==> config.mk <==
export PLATFORM = sky130hd
export DESIGN_NAME = cpt_bcd_cascade
export DESIGN_NICKNAME = d
export VERILOG_FILES = /design/src/rtl/cpt_pkg.sv /design/src/rtl/cpt_digit.sv /design/src/rtl/cpt_bcd_cascade.sv
export SDC_FILE = /design/constraint.sdc
export NUM_CORES = 1
export LEC_CHECK = 0
export BUFFER_PORTS_ARGS = -buffer_cell sky130_fd_sc_hd__buf_2
export CORE_UTILIZATION = 40
export DETAILED_ROUTE_END_ITERATION = 10
export PLACE_DENSITY = 0.71
export SYNTH_ARGS = -nofsm -noshare
export SYNTH_HDL_FRONTEND = slang
export SYNTH_SLANG_ARGS = --single-unit
==> constraint.sdc <==
create_clock -name Clk -period 3.8 [get_ports Clk]
set_input_delay 0.38 -clock Clk [delete_from_list [all_inputs] [get_ports Clk]]
set_output_delay 0.38 -clock Clk [all_outputs]
set_load 0.01 [all_outputs]
==> src/rtl/cpt_pkg.sv <==
// Shared constants for the cascaded modulo counter.
// Saturation mode and count direction encodings.
package cpt_pkg;
   localparam int   CPT_WRAP = 0;
   localparam int   CPT_SAT  = 1;
   localparam logic CPT_DOWN = 1'b0;
   localparam logic CPT_UP   = 1'b1;
endpackage

==> src/rtl/cpt_digit.sv <==
// Single modulo-N counter digit with clear, clamped load and step.
// Ports: i_clk, i_nreset, i_step, i_up, i_clr, i_load, i_load_val
//        -> o_value, o_at_terminal (terminal for the current direction).
module cpt_digit
   import cpt_pkg::*;
#(
   parameter int DIGIT_WIDTH  = 4,
   parameter int DIGIT_MODULO = 10
) (
   input  logic                   i_clk,
   input  logic                   i_nreset,
   input  logic                   i_step,
   input  logic                   i_up,
   input  logic                   i_clr,
   input  logic                   i_load,
   input  logic [DIGIT_WIDTH-1:0] i_load_val,
   output logic [DIGIT_WIDTH-1:0] o_value,
   output logic                   o_at_terminal
);
   localparam logic [DIGIT_WIDTH-1:0] LP_MAX  = DIGIT_WIDTH'(DIGIT_MODULO - 1);
   localparam logic [DIGIT_WIDTH-1:0] LP_ZERO = '0;
   localparam logic [DIGIT_WIDTH-1:0] LP_ONE  = DIGIT_WIDTH'(1);

   logic [DIGIT_WIDTH-1:0] r_val;
   logic [DIGIT_WIDTH-1:0] w_next;
   logic [DIGIT_WIDTH-1:0] w_load;

   // Out-of-range load digits clamp to the largest legal digit
   assign w_load = (i_load_val > LP_MAX) ? LP_MAX : i_load_val;

   always_comb begin
      w_next = r_val;
      if (i_up == CPT_UP)
         w_next = (r_val == LP_MAX) ? LP_ZERO : r_val + LP_ONE;
      else
         w_next = (r_val == LP_ZERO) ? LP_MAX : r_val - LP_ONE;
   end

   assign o_at_terminal = (i_up == CPT_UP) ? (r_val == LP_MAX)
                                           : (r_val == LP_ZERO);
   assign o_value = r_val;

   always_ff @(posedge i_clk or negedge i_nreset) begin
      if (!i_nreset)
         r_val <= '0;
      else if (i_clr)
         r_val <= '0;
      else if (i_load)
         r_val <= w_load;
      else if (i_step)
         r_val <= w_next;
   end
endmodule

==> src/rtl/cpt_bcd_cascade.sv <==
// Cascaded modulo (BCD by default) up/down counter with ripple-free carry.
// Ports: Clk, nReset, En, Up, Clr, Load, LoadVal, Latch -> Q, QLatched, Tc, Ovf.
module cpt_bcd_cascade
   import cpt_pkg::*;
#(
   parameter int NB_DIGITS    = 4,
   parameter int DIGIT_WIDTH  = 4,
   parameter int DIGIT_MODULO = 10,
   parameter int SATURATE     = 0
) (
   input  logic                             Clk,
   input  logic                             nReset,
   input  logic                             En,
   input  logic                             Up,
   input  logic                             Clr,
   input  logic                             Load,
   input  logic [NB_DIGITS*DIGIT_WIDTH-1:0] LoadVal,
   input  logic                             Latch,
   output logic [NB_DIGITS*DIGIT_WIDTH-1:0] Q,
   output logic [NB_DIGITS*DIGIT_WIDTH-1:0] QLatched,
   output logic                             Tc,
   output logic                             Ovf
);
   localparam int LP_W = NB_DIGITS * DIGIT_WIDTH;

   logic [LP_W-1:0]      w_q;
   logic [NB_DIGITS-1:0] w_term;
   logic [NB_DIGITS-1:0] w_step;
   logic [NB_DIGITS:0]   w_below;
   logic                 w_tc;
   logic                 w_hold;
   logic [LP_W-1:0]      r_qlat;
   logic                 r_ovf;

   // w_below[k]: every digit below k sits at its terminal value
   assign w_below[0] = 1'b1;
   assign w_tc       = En & w_below[NB_DIGITS];
   // In saturating mode the whole counter freezes at terminal count
   assign w_hold     = (SATURATE == CPT_SAT) & w_tc;

   for (genvar k = 0; k < NB_DIGITS; k++) begin : g_dig
      assign w_below[k+1] = w_below[k] & w_term[k];
      assign w_step[k]    = En & w_below[k] & ~w_hold;

      cpt_digit #(
         .DIGIT_WIDTH  (DIGIT_WIDTH),
         .DIGIT_MODULO (DIGIT_MODULO)
      ) u_digit (
         .i_clk         (Clk),
         .i_nreset      (nReset),
         .i_step        (w_step[k]),
         .i_up          (Up),
         .i_clr         (Clr),
         .i_load        (Load),
         .i_load_val    (LoadVal[k*DIGIT_WIDTH +: DIGIT_WIDTH]),
         .o_value       (w_q[k*DIGIT_WIDTH +: DIGIT_WIDTH]),
         .o_at_terminal (w_term[k])
      );
   end

   always_ff @(posedge Clk or negedge nReset) begin
      if (!nReset) begin
         r_qlat <= '0;
         r_ovf  <= 1'b0;
      end else begin
         if (Latch)
            r_qlat <= w_q;
         // Clear and load override any terminal-count event
         r_ovf <= w_tc & ~Clr & ~Load;
      end
   end

   assign Q        = w_q;
   assign QLatched = r_qlat;
   assign Tc       = w_tc;
   assign Ovf      = r_ovf;
endmodule

==> impl_results.md, run 1 <==
* Detail Route Antenna Nets at 0
* Clock skew at 6.952 ps
* Maximum single-stage delay on the critical path at 470 ps
* Total Wirelength at 5778 um
* Final count of negative-setup-slack endpoints at 0
* Nets at 334
* Fmax at 390.1 MHz
* VDD IR-drop max at 143.8 uV
* Mux contribution to synthesized area at 0.09195
* WP data required at 3420 ps
* CTS tree: built
* Final hold vios at 0
* Worst-path clk slew at 80 ps
* Core footprint at 0.005642 sq mm
* Cts bufs inserted at 5
* Path type of the worst min-delay path: input pin to asynchronous set/reset pin
* Vias post-DR at 2138
* Main combinational cell family by area after synthesis: compound AO/OA/AOI/OAI gates
* PwrDens at 354.4 mW/mm^2
* DR WL/cell at 15.57 um
* Synth Area in Compound Gates at 0.2265
* Die Y at 79.60 um
* Reg2Reg Depth at 6
* Main synth FF type: dfrtp_1
* Min cycle time layout at 2563 ps
* Post-synth EDFFs at 0
* Clk sinks at 33
* Drt pass-1 iters at 4
* Post-CTS resize count at 0
* Remaining DRCs at 0
* Number of global-route vias before repair at 1961
* HPWL Detailed at 4024 um
* 1st-iter DRT viols at 115
* Via/cell ratio at 5.763
* # Post-CTS Setup Buffers at 0
* Reg2reg start: g_dig[0].u_digit.o_value[0]
* Synth area leader: dfrtp_1
* Die outline width at 79.60 um
* Slew @ Worst Pin at 775.5 ps
* Register area share after synthesis at 0.3429
* Seq cells post-synth at 33
* Synthesized cell area at 0.002409 sq mm
* Final Max Tran Viols at 0
* Critical-path cell list: inv_1 > ha_1 > nor3b_2 > o221a_2 > nand2_1 > nor2_1 > buf_2
* Clk root buf: clkbuf_8
* Synth warnings at 0
* Post-synthesis xor/xnor area fraction at 0.01091
* Yosys cell types at 60
* Largest net degree at the start of global routing at 35
* Crit path max fanout at 9
* Hold_buf cts at 0
* Reg-to-Reg End: g_dig[3].u_digit.o_value[0]
* Area growth from synthesis to layout at 16.78%
* Share of flip-flops with an asynchronous set or reset at 1.000
* Synthesized Nets at 288
* Avg Cell Area, Syn at 9.558 sq um
* Simple-Gate Fraction of Synth Area at 0.2057
* Static Leak at 1.279 nW
* Setup slack at placement at 1571 ps
* Status: finished clean
* Crit Path Class: flop to output pin
* H-Tree Depth at 2
* Synth Area in Adders at 0.06753
* Gr usage total at 0.1994
* R2r setup slk at 1640 ps
* RSZ-0062 raised after global routing: false
* Final instance area at 0.002813 sq mm
* FP Rows at 27
* Top area cells in the synthesized netlist: dfrtp_1 34%, mux2_2 7.9%, ha_1 6.8%, a21oi_1 2.7%, nor2_1 2.6%
* Share of layout cells above drive strength 1 at 0.3311
* N_diodes at 0
* First-pass GRT wire length at 9832 um
* Synth top area share at 0.3429
* Antenna violations before repair at 0
* Global route total overflow at 0
* Area after DPL at 0.002696 sq mm
* CP max stage cell: dfrtp_1
* Final setup TNS at 0 ps
* Total die area at 0.006335 sq mm
* Tcrit/Tclk final at 0.6746
* Rel. slew slack at 0.4830
* Max clock buf depth at 2
* Placer Congestion at 0.8400
* Post-synth top cells: 33 x dfrtp_1, 17 x mux2_2, 17 x nor2_1
* Crit path launch type: flop
* Crit path DAT at 2180 ps
* Max cap viols at 0
* Leading cell type by number of instances after synthesis: dfrtp_1
* Worst Setup End Kind: output pin
* Clk Latency, worst-skew pair at 290 ps
* Min setup slack post-route at 1237 ps
* I/O Buffers at 56
* Initial Util at 0.4269
* Post-Synthesis Cells at 252
* I/O pin total at 57
## logic make-up after synthesis
| family | Yosys count |
|---|---|
| and+or+nand+nor | 80 |
| buffers and inverters | 30 |
| muxes | 20 |
| adders and majority gates | 13 |
| AOI/OAI and AO/OA | 73 |
| DFF | 33 |
| xor gates and xnor gates | 3 |
## layout make-up
type	instances	area (sq um)
well taps	72	90.09
inverters	13	48.80
flip-flops and latches	33	825.8
clock inverters	1	30.03
multi-input cells	189	1451
fillers	525	2829
repair buffers	56	280.3
clock buffers	7	86.33
## placed cells by master (no fill, tap or decap), drive strengths merged, types with 3 or more instances in the layout
cell and count:
inv 13, nand2 13, a31oi 3, o21a 3
xnor2 3, a32oi 4, nor3 9, clkbuf 7
nand2b 9, nor2 17, mux2i 3, a21oi 13
o21bai 3, nor2b 6, a221oi 3, nand3b 3
nor4b 6, o31ai 3, mux2 17, buf 56
dfrtp 33, a211oi 7, ha 13, o21ai 10
o311a 3, o221ai 4
## routing by layer
layer | track usage | routed length (um)
met1 | 0.2884 | 2801
met2 | 0.3026 | 2574
met3 | 0.03429 | 336
met4 | 0.05455 | 65
met5 | 0 | 0
## worst max path at each step
stage	start	to	slack, ps	cells after the start
6_report	g_dig[0].u_digit.o_value[0]	Tc	1240	7
5_1_grt	g_dig[0].u_digit.o_value[0]	Tc	1000	7
4_1_cts	g_dig[0].u_digit.o_value[0]	Tc	1230	7
3_5_place_dp	g_dig[0].u_digit.o_value[0]	Tc	1570	7
3_3_place_gp	Up	Tc	1620	6
2_1_floorplan	g_dig[0].u_digit.o_value[0]	Tc	1790	6
## metrics by stage
stage	utilization	std cells	hold slack [ps]	power [W]
floorplan	-	252	84.41	0.0005711
global placement	0.4779	363	484.8	0.0006452
detailed placement	0.4779	363	490.7	0.0006499
CTS	0.4986	371	185.3	0.001010
global route	0.4986	371	224.7	0.001051
finish	0.4986	371	161.9	0.0009968
## power by group
part | internal (W) | switching (W)
clock network | 0.000214 | 0.000140
logic | 0.000104 | 0.000121
registers | 0.000378 | 0.0000391
## sequential cells by signal, summed over array words and instances (netlist names)
name / cells
Ovf: 1
QLatched: 16
g_dig.u_digit.o_value: 16
## worst max-delay path, delay by kind of cell (launching register included)
kind / cells / cell delay, ps
simple gates: 3 / 540
flops: 1 / 470
compound gates: 1 / 350
fa+ha+maj: 1 / 260
buf+inv: 2 / 270
(Power assumes the default switching activity.)
==> run 2, diff against run 1 <==
ABC_AREA = 1   (was default)
PLACE_DENSITY = 0.74   (was 0.71)
clock period = 2.34 ns   (was 3.8 ns; I/O delays follow)
==> run 2 against run 1 <==
Net effect: design area decreased by 4.6%; largest cell class unchanged; clock skew down 1.3 ps; die area down 5.5%.
==> impl_results.md, run 2 <==
* Core footprint at 0.005507 sq mm
* Detail Route Antenna Nets at 0
* Fmax at 471.1 MHz
* Die outline width at 77.39 um
* Synthesized cell area at 0.002273 sq mm
* Leading cell type by number of instances after synthesis: nand2_1
* VDD IR-drop max at 190.3 uV
* Share of flip-flops with an asynchronous set or reset at 1.000
* Simple-Gate Fraction of Synth Area at 0.3308
* Remaining DRCs at 0
* Final Max Tran Viols at 0
* Crit Path Class: flop to output pin
* Synth warnings at 0
* Final setup TNS at 0 ps
* Cts bufs inserted at 5
* 1st-iter DRT viols at 163
* Rel. slew slack at 0.4943
* Post-Synthesis Cells at 315
* Critical path's top delay family: simple AND/OR/NAND/NOR gates
* Critical-path cell list: inv_1 > ha_1 > nand3_1 > nand2_2 > nand3_4 > nor2_4 > nand2_4 > nor2_1 > buf_2
* Clk sinks at 33
* Total die area at 0.005989 sq mm
* Final count of negative-setup-slack endpoints at 0
* Layout Utilization at 0.4872
* Largest net degree at the start of global routing at 34
* Nets at 405
* FP Rows at 27
* Initial Util at 0.4129
* Total Wirelength at 5568 um
* I/O pin total at 57
* Static Leak at 1.416 nW
* Combinational group share of total power at 0.310
* # Post-CTS Setup Buffers at 0
* RSZ-0062 raised after global routing: false
* Placer Congestion at 0.8809
* Clock power share at 0.255
* DR WL/cell at 12.60 um
* Max cap viols at 0
* Seq pwr share at 0.434
* Maximum single-stage delay on the critical path at 420 ps
* Final hold vios at 0
* Post-CTS resize count at 0
* Commonest non-fill, non-tap cell in the layout: nand2_1
* Post-synth top cells: 77 x nand2_1, 33 x dfrtp_1, 33 x nor2_1
* Most frequent cells in the layout: 77 x nand2_1, 56 x buf_2, 33 x dfrtp_1, 33 x nor2_1, 31 x nand3_1
* Crit path max fanout at 6
* Slew @ Worst Pin at 758.5 ps
* Via/cell ratio at 5.093
* CTS tree: built
* Hold_buf cts at 0
* Status: finished clean
* Register area share after synthesis at 0.3632
* Clk Latency, worst-skew pair at 280 ps
* Tcrit/Tclk final at 0.9071
* Area growth from synthesis to layout at 18.00%
* Post-synthesis xor/xnor area fraction at 0.03082
* Number of global-route vias before repair at 2083
* Clock skew at 5.645 ps
* Mux contribution to synthesized area at 0
* First-pass GRT wire length at 9494 um
* Path type of the worst min-delay path: input pin to asynchronous set/reset pin
* Crit path DAT at 1890 ps
* Final Total Pwr at 0.001621 W
* Cell internal pwr at 0.001037 W
* Main combinational cell family by area after synthesis: simple AND/OR/NAND/NOR gates
* Min setup slack post-route at 217.5 ps
* Global route total overflow at 0
* Avg Cell Area, Syn at 7.217 sq um
* Drt pass-1 iters at 5
* Top area cells in the synthesized netlist: dfrtp_1 36%, nand2_1 13%, ha_1 7.2%, nand3_1 6.8%, nor2_1 5.4%
* Yosys cell types at 30
* PwrDens at 604.3 mW/mm^2
* Sw Ratio at 0.3604
* Clk root buf: clkbuf_8
* Synth Area in Compound Gates at 0.1293
* Crit path launch type: flop
* Worst-path clk slew at 70 ps
* I/O Buffers at 56
* Vias post-DR at 2251
* Max clock buf depth at 2
* Net Sw Power at 0.0005842 W
* Antenna violations before repair at 0
* Synth area leader: dfrtp_1
* WP data required at 2110 ps
* Synth Area in Adders at 0.07155
* HPWL Detailed at 4187 um
* Min cycle time layout at 2123 ps
* Setup slack at placement at 541.3 ps
* Synth top area share at 0.3632
* CP max stage cell: dfrtp_1
* Die Y at 77.39 um
* Gr usage total at 0.1968
* # fillers at 555
* Share of layout cells above drive strength 1 at 0.2324
* Worst Path Buf+Inv at 2
* Worst Setup End Kind: output pin
* Main synth FF type: dfrtp_1
* H-Tree Depth at 2
* Seq cells post-synth at 33
* Post-synth EDFFs at 0
* Synthesized Nets at 351
* Worst hold slack at 24.79 ps
* N_diodes at 0
-- run 2: changes by cell type after synthesis, sizes merged, moves of 6 or more --
cell / before / now
inv: 13 / 34
a211oi: 7 / 0
nor3: 9 / 2
nand2: 13 / 85
nor2b: 6 / 0
nand2b: 9 / 0
nor2: 17 / 37
clkbuf: 11 / 4
a21oi: 13 / 21
o21ai: 10 / 27
nand3: 1 / 35
mux2: 17 / 0
nor4b: 6 / 0
-- run 2: area by class of cell --
class                           instances  area, sq um  area share
Inverter                               34        127.6     0.04757
Tap cell                               72        90.09     0.03358
Multi-Input combinational cell        239         1279      0.4767
Clock buffer                            8        80.08     0.02985
Sequential cell                        33        825.8      0.3078
Timing Repair Buffer                   56        280.3      0.1045
-- run 2: final timing paths --
| check | start | endpoint | slack (ps) | cells after the start |
|---|---|---|---|---|
| min in group Clk | LoadVal[3] | g_dig[0].u_digit.o_value[3] | 280 | 4 |
| worst max-delay path | g_dig[0].u_digit.o_value[1] | Tc | 220 | 9 |
| max in group asynchronous | nReset | QLatched[5] | 1840 | 1 |
| worst min-delay path | nReset | g_dig[2].u_digit.o_value[2] | 20 | 1 |
| worst max register to register | g_dig[0].u_digit.o_value[1] | g_dig[2].u_digit.o_value[2] | 670 | 9 |
| worst min register to register | QLatched[3] | QLatched[3] | 520 | 2 |
-- run 2: power groups by stage --
| stage | logic (W) | registers, W | clock network [W] |
|---|---|---|---|
| floorplan | 0.000313 | 0.000731 | 0 |
| global placement | 0.000495 | 0.000710 | 0 |
| detailed placement | 0.000501 | 0.000714 | 0 |
| CTS | 0.000505 | 0.000704 | 0.000420 |
| global route | 0.000572 | 0.000714 | 0.000445 |
| finish | 0.000503 | 0.000704 | 0.000414 |
-- run 2: kinds of logic (layout without fill, tap and decap cells) --
logic type / count (synthesis) / count (layout)
xor+xnor: 8 / 8
flops: 33 / 33
fa+ha+maj: 13 / 13
compound gates: 54 / 54
simple gates: 164 / 164
buf+inv: 43 / 98
-- run 2: per-layer routing --
| layer | up-vias | global-route usage | share of wire |
|---|---|---|---|
| li1 | 1131 | - | - |
| met1 | 1041 | 0.2619 | 0.47 |
| met2 | 68 | 0.3204 | 0.47 |
| met3 | 11 | 0.03647 | 0.053 |
| met4 | 0 | 0.06604 | 0.013 |
| met5 | - | 0 | 0 |
-- run 2: per-stage QoR --
stage	cell area [sq um]	cells
4_1_cts	2683	442
3_3_place_gp	2603	434
5_1_grt	2683	442
2_1_floorplan	2273	315
6_report	2683	442
3_5_place_dp	2603	434
